$ cat config.mk
export PLATFORM = sky130hd
export DESIGN_NAME = uart_rx_flat
export DESIGN_NICKNAME = d
export VERILOG_FILES = /design/src/rtl/uart_rx_if.sv /design/src/rtl/uart_rx.sv /design/src/flat_wrapper.sv
export SDC_FILE = /design/constraint.sdc
export NUM_CORES = 1
export LEC_CHECK = 0
export CAP_MARGIN = 0
export CORE_ASPECT_RATIO = 0.9
export CORE_MARGIN = 2
export CORE_UTILIZATION = 55
export DETAILED_ROUTE_END_ITERATION = 10
export PLACE_DENSITY = 0.87
export SLEW_MARGIN = 20
export SYNTH_ARGS = -nofsm -noshare
export SYNTH_HDL_FRONTEND = slang
export SYNTH_SLANG_ARGS = --single-unit
$ cat constraint.sdc
create_clock -name clk -period 2.4 [get_ports clk]
set_input_delay 0.48 -clock clk [delete_from_list [all_inputs] [get_ports clk]]
set_output_delay 0.48 -clock clk [all_outputs]
set_load 0.05 [all_outputs]
$ cat src/rtl/uart_rx_if.sv
// ----------------------------------------------------------------------------
// uart_rx_if
//   Groups the serial line and the byte-delivery outputs of the UART receiver.
//
//   Signals:
//     rx_serial    serial line into the receiver (idle high)
//     rx_data      last received byte
//     rx_valid     one-cycle strobe, rx_data valid in the same cycle
//     rx_busy      receiver is inside a frame
//     rx_frame_err one-cycle strobe on a bad stop bit
//
//   Modports:
//     slave  - the receiver (drives the outputs, reads the line)
//     master - the surrounding logic (drives the line, consumes bytes)
// ----------------------------------------------------------------------------
interface uart_rx_if;
    logic       rx_serial;
    logic [7:0] rx_data;
    logic       rx_valid;
    logic       rx_busy;
    logic       rx_frame_err;

    modport slave (
        input  rx_serial,
        output rx_data,
        output rx_valid,
        output rx_busy,
        output rx_frame_err
    );

    modport master (
        output rx_serial,
        input  rx_data,
        input  rx_valid,
        input  rx_busy,
        input  rx_frame_err
    );
endinterface

$ cat src/rtl/uart_rx.sv
// ----------------------------------------------------------------------------
// uart_rx
//   8N1 serial receiver. Oversamples the line at the system clock, finds the
//   start bit, samples every bit at mid-bit and delivers each byte with a
//   one-cycle valid strobe.
//
//   Parameters:
//     CLKS_PER_BIT  clock cycles per serial bit (4..65535)
//
//   Ports:
//     clk    system clock, rising edge
//     rst_n  asynchronous active-low reset
//     rx_if  uart_rx_if.slave: rx_serial in; rx_data, rx_valid, rx_busy,
//            rx_frame_err out
//
//   Build option:
//     UART_RX_FRAME_CHECK_EN  when defined, a low stop bit raises
//                             rx_frame_err instead of rx_valid. When not
//                             defined, rx_frame_err is tied low and every
//                             frame ends with rx_valid.
// ----------------------------------------------------------------------------
module uart_rx #(
    parameter int CLKS_PER_BIT = 104
) (
    input  logic     clk,
    input  logic     rst_n,
    uart_rx_if.slave rx_if
);

    // Start bit is checked at its middle; data/stop bits one full bit apart.
    localparam logic [15:0] HALF = 16'((CLKS_PER_BIT - 1) / 2);
    localparam logic [15:0] LAST = 16'(CLKS_PER_BIT - 1);

    typedef enum logic [2:0] {
        S_IDLE,
        S_START,
        S_DATA,
        S_STOP,
        S_CLEANUP
    } state_t;

    state_t      state_q, state_d;
    logic        sync1_q, sync2_q;
    logic [15:0] cnt_q, cnt_d;
    logic [2:0]  idx_q, idx_d;
    logic [7:0]  data_q, data_d;
    logic        valid_q, valid_d;
`ifdef UART_RX_FRAME_CHECK_EN
    logic        ferr_q, ferr_d;
`endif

    // Two-flop synchronizer; resets to the idle (high) line level so reset
    // release never looks like a start bit.
    always_ff @(posedge clk or negedge rst_n) begin
        if (!rst_n) begin
            sync1_q <= 1'b1;
            sync2_q <= 1'b1;
        end else begin
            sync1_q <= rx_if.rx_serial;
            sync2_q <= sync1_q;
        end
    end

    always_ff @(posedge clk or negedge rst_n) begin
        if (!rst_n) begin
            state_q <= S_IDLE;
            cnt_q   <= 16'd0;
            idx_q   <= 3'd0;
            data_q  <= 8'h00;
            valid_q <= 1'b0;
`ifdef UART_RX_FRAME_CHECK_EN
            ferr_q  <= 1'b0;
`endif
        end else begin
            state_q <= state_d;
            cnt_q   <= cnt_d;
            idx_q   <= idx_d;
            data_q  <= data_d;
            valid_q <= valid_d;
`ifdef UART_RX_FRAME_CHECK_EN
            ferr_q  <= ferr_d;
`endif
        end
    end

    always_comb begin
        state_d = state_q;
        cnt_d   = cnt_q;
        idx_d   = idx_q;
        data_d  = data_q;
        valid_d = 1'b0;
`ifdef UART_RX_FRAME_CHECK_EN
        ferr_d  = 1'b0;
`endif
        case (state_q)
            S_IDLE: begin
                cnt_d = 16'd0;
                idx_d = 3'd0;
                if (!sync2_q) begin
                    state_d = S_START;
                end
            end
            S_START: begin
                if (cnt_q < HALF) begin
                    cnt_d = cnt_q + 16'd1;
                end else begin
                    cnt_d = 16'd0;
                    // Line back high at mid start bit: treat as a glitch.
                    state_d = sync2_q ? S_IDLE : S_DATA;
                end
            end
            S_DATA: begin
                if (cnt_q < LAST) begin
                    cnt_d = cnt_q + 16'd1;
                end else begin
                    cnt_d          = 16'd0;
                    data_d[idx_q]  = sync2_q;
                    if (idx_q == 3'd7) begin
                        state_d = S_STOP;
                    end else begin
                        idx_d = idx_q + 3'd1;
                    end
                end
            end
            S_STOP: begin
                if (cnt_q < LAST) begin
                    cnt_d = cnt_q + 16'd1;
                end else begin
                    cnt_d   = 16'd0;
                    state_d = S_CLEANUP;
`ifdef UART_RX_FRAME_CHECK_EN
                    if (sync2_q) begin
                        valid_d = 1'b1;
                    end else begin
                        ferr_d = 1'b1;
                    end
`else
                    valid_d = 1'b1;
`endif
                end
            end
            S_CLEANUP: begin
                state_d = S_IDLE;
            end
            default: begin
                state_d = S_IDLE;
            end
        endcase
    end

    assign rx_if.rx_data  = data_q;
    assign rx_if.rx_valid = valid_q;
    assign rx_if.rx_busy  = (state_q != S_IDLE);
`ifdef UART_RX_FRAME_CHECK_EN
    assign rx_if.rx_frame_err = ferr_q;
`else
    assign rx_if.rx_frame_err = 1'b0;
`endif

endmodule

$ cat src/flat_wrapper.sv
// flat-port wrapper written by rule: the top's interface ports become plain ports
module uart_rx_flat 
#(
    parameter int CLKS_PER_BIT = 104
)
  (clk, rst_n, rx_if_rx_serial, rx_if_rx_data, rx_if_rx_valid, rx_if_rx_busy, rx_if_rx_frame_err);
  uart_rx_if rx_if_i ();
  input  logic clk;
  input  logic rst_n;
  input wire logic [$bits(rx_if_i.rx_serial)-1:0] rx_if_rx_serial;
  output wire logic [$bits(rx_if_i.rx_data)-1:0] rx_if_rx_data;
  output wire logic [$bits(rx_if_i.rx_valid)-1:0] rx_if_rx_valid;
  output wire logic [$bits(rx_if_i.rx_busy)-1:0] rx_if_rx_busy;
  output wire logic [$bits(rx_if_i.rx_frame_err)-1:0] rx_if_rx_frame_err;
  assign rx_if_i.rx_serial = rx_if_rx_serial;
  assign rx_if_rx_data = rx_if_i.rx_data;
  assign rx_if_rx_valid = rx_if_i.rx_valid;
  assign rx_if_rx_busy = rx_if_i.rx_busy;
  assign rx_if_rx_frame_err = rx_if_i.rx_frame_err;
  uart_rx #(.CLKS_PER_BIT(CLKS_PER_BIT)) u_core (.clk(clk), .rst_n(rst_n), .rx_if(rx_if_i));
endmodule
==> metrics.txt, run 1 <==
Die Y around 56 um; Crit path max-delay family flip-flops; row count 18; Area Overhead vs Synth 13.5%; HP Start u_core.sync1_q; RSZ-0062 raised after global routing no; Root Driver clkbuf_4; r2r setup slk a little under 0.4 ns; GPL Wtd Cong about 0.86; crit-path cells nor2_1, nand2_1, buf_4; reg2reg end u_core.rx_if.rx_data[6]; H-tree depth 2; Endpoint, Worst Hold u_core.sync2_q; R2R cell count 5; max cap viols 0; Num CTS Buffers 5; vias in the first global route roughly 1,100; routed via count between 1,000 and 1,500; final setup violating endpoints 0; total track usage around a fifth; FF+latch count, synth 33; Mapped Cells around 140; router iterations before antenna repair 4; buffer and inverter count on the worst path 1; Worst slew margin approximately half; Sink Count 33; CTS Hold Buffers Added 0; Die Span X 61.4 um; Design Area, Final about 1800 um2; final setup skew 0.00706 ns; clk_lat worst skew 0.34 ns; EDFF count, synth 0; Post-Syn Area about 1600 um2; global-route wire length before repair about 5200 um; final period utilization between 80% and 90%; Hold Crit Depth 0; layout cells sized above 1 19.6%; Avg WL per Cell approximately 15 um; ANT nets after route 0; grt total ovfl 0; synthesized net count 145; Ant. Diodes 0; fin. max-slew vios 0; # IOs 14; Worst-path clk slew between 0.1 and 0.15 ns; outcome finished, final reports clean; Data arrival, critical path between 1.5 and 2 ns; core area roughly 2800 um2; Setup Buffers After CTS 0; HPWL after DPL around 2100 um; final WL about 3000 um; final worst path period need between 2 and 2.5 ns; CP Launch Type flop; VDD IR max 437 uV; TritonCTS clock tree yes; die area around 3400 um2; synth unique cells 51; hold crit path type reg2reg; Crit. End Element primary output; worst endpoint required time around 1.9 ns; final hold viol count 0; kind of critical path reg2out; Starting DRT DRC Count 119; largest net degree at the start of global routing 34; remaining routing DRC violations 0; slowest CP cell dfrtp_1; slowest stage delay, CP just over 0.8 ns; P_leak approximately 0.9 nW; ys async rst share 100%; Nets between 150 and 200; Placement Setup Slack around 0.4 ns; Max Root-Sink Buffers 2; initial antenna violation count 0; crit-path max FO 25; Ys Warns 0; Power Total 0.999 mW; achievable clock frequency 465 MHz; PostCTS Resize Cnt 0; power density over the cells between 500 and 600 nW/um2; Via density around 5.7; setup TNS 0 ns; Seq/Total Area, Yosys 50.8%; Initial Utilization roughly three fifths; Worst Slack Setup Final between 0.2 and 0.25 ns; slew at the pin closest to its max-slew limit between 0.7 and 0.8 ns; Port-buffer cells 12; Fin Hold WS between 0.3 and 0.4 ns; Top FF cell, synth dfrtp_1; Avg Cell Area, Syn 11.7 um2; Reg2Reg Launch Point u_core.cnt_q[0]; Post-DP Area approximately 1800 um2
-- logic make-up (layout without fill, tap and decap cells) --
logic type	count (synthesis)	after routing	share of synthesized area, %
flip-flops	33	33	50.8
adder cells (fa/ha/maj)	3	3	2.30
XOR/XNOR	2	2	1.08
buffers and inverters	12	26	3.53
AO/OA/AOI/OAI	27	27	14.4
AND/OR/NAND/NOR	52	52	20.7
other	1	1	0.230
multiplexers	9	9	6.91
-- cell usage after synthesis, types with 2 or more instances --
master | count | share of area [%]
dfrtp_1 | 31 | 48
and2_1 | 9 | 3.5
nand2_1 | 9 | 2.1
nor2_1 | 7 | 1.6
inv_1 | 5 | 1.2
a21o_1 | 4 | 1.8
a21oi_1 | 4 | 1.2
o21ai_0 | 4 | 1.2
and3_1 | 3 | 1.2
clkbuf_1 | 3 | 0.69
ha_1 | 3 | 2.3
mux2_1 | 3 | 2.1
mux2_2 | 3 | 2.1
mux2_4 | 3 | 2.8
nand4b_1 | 3 | 1.6
nor3_1 | 3 | 0.92
a221oi_1 | 2 | 1.1
a31o_2 | 2 | 1.1
and4_1 | 2 | 1.1
dfstp_2 | 2 | 3.2
nand3_1 | 2 | 0.61
nand3_2 | 2 | 1.2
nand3b_1 | 2 | 0.92
-- cell usage in the layout, fill, tap and decap left out, drive strengths merged, types with 4 or more instances in the layout --
cell type      count
nand2              9
and2               9
nor3               4
nor2               7
inv                5
dfrtp             31
mux2               9
nand3              4
o21ai              5
a21oi              4
clkdlybuf4s50     11
a21o               5
clkbuf             5
-- registers in the layout (all words and copies together), names as in the netlist --
name	cells
u_core.cnt_q	16
u_core.rx_if.rx_data	8
u_core.idx_q	3
u_core.state_q	3
u_core.rx_if.rx_valid	1
u_core.sync1_q	1
u_core.sync2_q	1
-- power by group --
| part | total [mW] | switching, mW | internal, mW |
|---|---|---|---|
| logic | 0.0186 | 0.0142 | 0.00438 |
| registers | 0.561 | 0.00240 | 0.559 |
| clock network | 0.419 | 0.199 | 0.220 |
| total | 0.999 | 0.215 | 0.784 |
-- per-layer routing --
| metal | vias up | global-route usage [%] | routed length, um |
|---|---|---|---|
| li1 | 531 | - | - |
| met5 | - | 0 | 0 |
| met4 | 0 | 10.0 | 62 |
| met3 | 6 | 7.67 | 129 |
| met1 | 546 | 28.4 | 1320 |
| met2 | 21 | 29.8 | 1440 |
-- cell type report --
cell class	count	area [um2]
sequential	33	828
fill	223	943
multi-input combinational	94	743
tap	40	50.0
clock buffer	5	37.5
inverter	5	18.8
timing repair buffer	13	125
clock inverter	3	46.3
-- worst max-delay path by stage --
stage,startpoint,endpoint,slack [ns],cells after the start
3_3_place_gp,u_core.cnt_q[0],u_core.rx_if.rx_data[6],0.46,5
4_1_cts,u_core.state_q[2],rx_if_rx_busy,0.25,3
5_1_grt,u_core.state_q[2],rx_if_rx_busy,0.08,3
3_5_place_dp,u_core.cnt_q[0],u_core.rx_if.rx_data[6],0.39,5
2_1_floorplan,u_core.cnt_q[0],u_core.rx_if.rx_data[3],0.57,6
6_report,u_core.state_q[2],rx_if_rx_busy,0.25,3
-- stage by stage --
step                      util, %  std cells
after floorplan                 -        139
after global placement       63.2        185
after detailed placement     63.2        185
after CTS                    66.2        193
after global routing         66.2        193
final                        66.2        193
Note: power is estimated with default switching activity, not from simulation.
==> run 2: changes to the inputs <==
SKIP_LAST_GASP = 1   (was default)
==> results of run 2 <==
Final layout, timing and power as in run 1 (identical DEF).
